<file path="src/rtl/mips32_prog_loader.sv">
// Byte-serial program loader: assembles big-endian words, writes instruction
// memory, and releases the MIPS32 core only after a checksum-verified image.
module mips32_prog_loader #(
  parameter int unsigned ADDR_W    = 10,
  parameter int unsigned MAX_WORDS = 1024,
  parameter int unsigned BASE_ADDR = 0
) (
  input  logic              clk1,
  input  logic              rst_n,
  input  logic              start,
  input  logic              in_valid,
  input  logic [7:0]        in_data,
  output logic              in_ready,
  output logic              mem_we,
  output logic [ADDR_W-1:0] mem_addr,
  output logic [31:0]       mem_wdata,
  output logic              core_run,
  output logic              load_done,
  output logic              load_err,
  output logic [15:0]       word_cnt
);

  localparam int unsigned CNT_W = 16;

  typedef enum logic [2:0] {
    S_IDLE,
    S_HDR_HI,
    S_HDR_LO,
    S_DATA,
    S_CHK,
    S_DONE,
    S_ERR
  } state_e;

  state_e             state_q, state_d;
  logic [CNT_W-1:0]   n_q, n_d;
  logic [1:0]         byte_cnt_q, byte_cnt_d;
  logic [23:0]        word_q, word_d;
  logic [7:0]         chk_q, chk_d;
  logic               in_ready_q, in_ready_d;
  logic               mem_we_q, mem_we_d;
  logic [ADDR_W-1:0]  mem_addr_q, mem_addr_d;
  logic [31:0]        mem_wdata_q, mem_wdata_d;
  logic               core_run_q, core_run_d;
  logic               load_done_q, load_done_d;
  logic               load_err_q, load_err_d;
  logic [CNT_W-1:0]   word_cnt_q, word_cnt_d;

  logic               accept_c;
  logic [CNT_W-1:0]   n_new_c;

  assign accept_c = in_valid & in_ready_q;
  assign n_new_c  = {n_q[15:8], in_data};

  // Next-state and registered-output computation
  always_comb begin
    state_d     = state_q;
    n_d         = n_q;
    byte_cnt_d  = byte_cnt_q;
    word_d      = word_q;
    chk_d       = chk_q;
    mem_we_d    = 1'b0;
    mem_addr_d  = mem_addr_q;
    mem_wdata_d = mem_wdata_q;
    core_run_d  = core_run_q;
    load_done_d = load_done_q;
    load_err_d  = load_err_q;
    word_cnt_d  = word_cnt_q;
    in_ready_d  = 1'b0;

    case (state_q)
      S_IDLE, S_DONE, S_ERR: begin
        if (start) begin
          state_d     = S_HDR_HI;
          n_d         = '0;
          byte_cnt_d  = '0;
          word_d      = '0;
          chk_d       = '0;
          word_cnt_d  = '0;
          core_run_d  = 1'b0;
          load_done_d = 1'b0;
          load_err_d  = 1'b0;
        end
      end
      S_HDR_HI: begin
        if (accept_c) begin
          n_d     = {in_data, 8'h00};
          state_d = S_HDR_LO;
        end
      end
      S_HDR_LO: begin
        if (accept_c) begin
          n_d = n_new_c;
          if (32'(n_new_c) > MAX_WORDS) begin
            state_d    = S_ERR;
            load_err_d = 1'b1;
          end else if (n_new_c == '0) begin
            state_d = S_CHK;
          end else begin
            state_d = S_DATA;
          end
        end
      end
      S_DATA: begin
        if (accept_c) begin
          word_d     = {word_q[15:0], in_data};
          chk_d      = chk_q ^ in_data;
          byte_cnt_d = byte_cnt_q + 2'd1;
          // Fourth byte completes the word: strobe it out next cycle
          if (byte_cnt_q == 2'd3) begin
            mem_we_d    = 1'b1;
            mem_addr_d  = ADDR_W'(BASE_ADDR + 32'(word_cnt_q));
            mem_wdata_d = {word_q, in_data};
            word_cnt_d  = word_cnt_q + 16'd1;
            if (word_cnt_d == n_q) begin
              state_d = S_CHK;
            end
          end
        end
      end
      S_CHK: begin
        if (accept_c) begin
          if (in_data == chk_q) begin
            state_d     = S_DONE;
            load_done_d = 1'b1;
            core_run_d  = 1'b1;
          end else begin
            state_d    = S_ERR;
            load_err_d = 1'b1;
          end
        end
      end
      default: begin
        state_d = S_IDLE;
      end
    endcase

    in_ready_d = (state_d == S_HDR_HI) || (state_d == S_HDR_LO) ||
                 (state_d == S_DATA)   || (state_d == S_CHK);
  end

  always_ff @(posedge clk1 or negedge rst_n) begin
    if (!rst_n) begin
      state_q     <= S_IDLE;
      n_q         <= '0;
      byte_cnt_q  <= '0;
      word_q      <= '0;
      chk_q       <= '0;
      in_ready_q  <= 1'b0;
      mem_we_q    <= 1'b0;
      mem_addr_q  <= '0;
      mem_wdata_q <= '0;
      core_run_q  <= 1'b0;
      load_done_q <= 1'b0;
      load_err_q  <= 1'b0;
      word_cnt_q  <= '0;
    end else begin
      state_q     <= state_d;
      n_q         <= n_d;
      byte_cnt_q  <= byte_cnt_d;
      word_q      <= word_d;
      chk_q       <= chk_d;
      in_ready_q  <= in_ready_d;
      mem_we_q    <= mem_we_d;
      mem_addr_q  <= mem_addr_d;
      mem_wdata_q <= mem_wdata_d;
      core_run_q  <= core_run_d;
      load_done_q <= load_done_d;
      load_err_q  <= load_err_d;
      word_cnt_q  <= word_cnt_d;
    end
  end

  assign in_ready  = in_ready_q;
  assign mem_we    = mem_we_q;
  assign mem_addr  = mem_addr_q;
  assign mem_wdata = mem_wdata_q;
  assign core_run  = core_run_q;
  assign load_done = load_done_q;
  assign load_err  = load_err_q;
  assign word_cnt  = word_cnt_q;

endmodule

</file>
<file path="config.mk">
export PLATFORM = sky130hd
export DESIGN_NAME = mips32_prog_loader
export DESIGN_NICKNAME = d
export VERILOG_FILES = /design/src/rtl/mips32_prog_loader.sv
export SDC_FILE = /design/constraint.sdc
export NUM_CORES = 1
export LEC_CHECK = 0
export CORE_ASPECT_RATIO = 0.8
export CORE_MARGIN = 2
export CORE_UTILIZATION = 55
export DETAILED_ROUTE_END_ITERATION = 6
export HOLD_SLACK_MARGIN = 0.03
export PLACE_DENSITY = 0.8
export SYNTH_ARGS = -nofsm -noshare
export SYNTH_HDL_FRONTEND = slang
export SYNTH_SLANG_ARGS = --single-unit
</file>
<file path="constraint.sdc">
create_clock -name clk1 -period 2.96 [get_ports clk1]
set_input_delay 0.74 -clock clk1 [delete_from_list [all_inputs] [get_ports clk1]]
set_output_delay 0.74 -clock clk1 [all_outputs]
set_load 0.02 [all_outputs]
</file>
==> results.json <==
{
  "status": "finished, final reports clean",
  "cts_made_buffers": 17,
  "finClkSkew_ns": 0.00647,
  "cts.sinks": 115,
  "n_antenna_cell": 0,
  "rsz0062_at_grt": "false",
  "cts-root-buf": "clkbuf_16",
  "grt_pass1_vias": 4665,
  "drv_cap": 0,
  "drive_gt1_frac": 0.0884,
  "cts_setup_buffers": 0,
  "syn_area_mm2": 0.00554,
  "design_area_mm2": 0.00710,
  "gr-total-overflow": 0,
  "port_buffers": 74,
  "placed_cells": 828,
  "ys_seq_area_frac": 0.519,
  "grt_max_degree": 71,
  "grt_antenna_before_repair": 0,
  "fin_crit_ns": 2.73,
  "synthCells": 636,
  "insertion_delay_ns": 0.41,
  "rows": 32,
  "die_area_mm2": 0.0109,
  "hold_path_class": "primary input to async pin",
  "fmax_ghz": 0.367,
  "cts_buffer_depth": 2,
  "worst_setup_path_start_kind": "flop",
  "die-height_um": 93.8,
  "ctsResizeCount": 0,
  "routed_wl_um": 14700,
  "gp_congestion": 0.896,
  "drt-pass1-iter-count": 5,
  "num-nets-final": 725,
  "drtIter0Drc": 493,
  "hpwl_um": 9840,
  "die_w_um": 116,
  "htree_levels": 4,
  "place_area_mm2": 0.00650,
  "critPathRequiredTime_ns": 3.23,
  "synth.distinct_cells": 55,
  "whs_ns": 0.301,
  "timing.final.ws_setup_ns": 0.234,
  "slew_headroom": 0.203,
  "ir_drop_v": 0.000649,
  "wl_per_cell_um": 17.1,
  "detailedPlace.worstSlack_ns": -0.0808,
  "path_max_fanout": 7,
  "synth_ff_type": "dfrtp_1",
  "hold_viol_final": 0,
  "final_common_cell": "nand2_1",
  "cts_tree": "done",
  "area_delta_synth_final_pct": 28.1,
  "syn_nets": 650,
  "ant_nets": 0,
  "timing.rr.start": "word_cnt[0]$_DFFE_PN0P_",
  "endpoint_kind": "flop",
  "clk_pin_slew_ns": 0.05,
  "yosysWarningCount": 0,
  "grt_pass1_wl_um": 24100,
  "synth-edff-count": 0,
  "route.vias.total": 4951,
  "finalMaxSlewViolations": 0,
  "yosys_register_bits": 115,
  "worstMarginPinSlew_ns": 1.19,
  "fin_cells": 860,
  "ioPinCount": 75,
  "layout_common_cells": "nand2_1, dfrtp_1, o21ai_0",
  "report.final.setup_viol": 0,
  "via_per_inst": 5.76,
  "cellLeakagePower_nw": 3.26,
  "ys_async_sr_fraction": 1.00,
  "drc": 0,
  "p_per_area_mw_per_mm2": 925,
  "path_class": "flop to flop",
  "cp-startpoint": "word_cnt[0]$_DFFE_PN0P_",
  "avgSynthCellArea_um2": 8.71,
  "start_util": 0.569,
  "grt_use_total": 0.291,
  "core_mm2": 0.00973,
  "post-route-period-util": 0.921,
  "tns_ns": 0,
  "hold_buffers": 0,
  "cp.arrival_ns": 3.00
}
[cells by family after synthesis]
| kind of cell | Yosys count | share of synthesized area |
|---|---|---|
| compound gates | 126 | 0.137 |
| xor+xnor | 33 | 0.0522 |
| fa+ha+maj | 2 | 0.00452 |
| buf+inv | 64 | 0.0456 |
| flops | 115 | 0.519 |
| mux | 7 | 0.0129 |
| simple gates | 289 | 0.229 |
[flip-flops by register name, summed over array words and instances, names as in the netlist]
register	cells
mem_wdata	32
word_q	24
n_q	16
word_cnt	16
mem_addr	10
chk_q	8
state_q	3
byte_cnt_q	2
in_ready	1
load_done	1
load_err	1
mem_we	1
[synth_stat cells, types with 7 or more instances]
master / n / area [um^2]
xor2_1: 17 / 149
xnor2_1: 16 / 140
nand2_1: 185 / 694
nor2_1: 36 / 135
dfrtp_1: 115 / 2880
clkbuf_1: 32 / 120
nand4_1: 7 / 43.8
o31ai_1: 14 / 105
nand3_1: 26 / 130
o21ai_0: 77 / 385
inv_1: 21 / 78.8
[per-layer routing]
layer | track usage | share of wire | vias up
met4 | 0.114 | 0.020 | 0
met3 | 0.0619 | 0.072 | 33
met5 | 0 | 0 | -
met2 | 0.443 | 0.47 | 228
li1 | - | - | 2298
met1 | 0.410 | 0.44 | 2392
[area by class of cell]
type,count,area [um^2]
timing repair buffer,99,951
sequential,115,2880
clock buffer,20,447
tap,136,170
clock inverter,12,156
inverter,21,78.8
fill,718,2630
multi-input combinational,457,2420
[worst paths after layout]
path,end,slack (ns),cells past startpoint
max,state_q[0]$_DFF_PN0_,0.23,8
min,mem_wdata[2]$_DFFE_PN0P_,0.30,1
max reg2reg,state_q[0]$_DFF_PN0_,0.23,8
min reg2reg,word_q[16]$_DFFE_PN0P_,0.47,2
max in group asynchronous,n_q[12]$_DFFE_PN0P_,1.99,2
min in group clk1,word_q[16]$_DFFE_PN0P_,0.47,2
[worst max-delay path: stages (launching register included)]
cell       delay [ns]
dfrtp_1          0.53
ha_1             0.34
nand4_1          0.19
buf_4            0.21
nor3_1           0.43
xnor2_1          0.17
nand2_1          0.08
a2111oi_2        0.47
o21ai_0          0.15
[report_power, final]
part           leakage [nW]  total (mW)  internal, mW  switching (mW)
Combinational          1.42        2.19         0.874            1.31
Sequential             1.55        2.29          1.95           0.341
Clock                 0.283        2.09          1.35           0.742
[per-stage QoR]
stage | total power, mW | util
6_report | 6.57 | 0.730
5_1_grt | 6.90 | 0.730
4_1_cts | 6.56 | 0.730
3_5_place_dp | 4.46 | 0.668
3_3_place_gp | 4.38 | 0.668
2_1_floorplan | 3.53 | -
(Power assumes the default switching activity.)
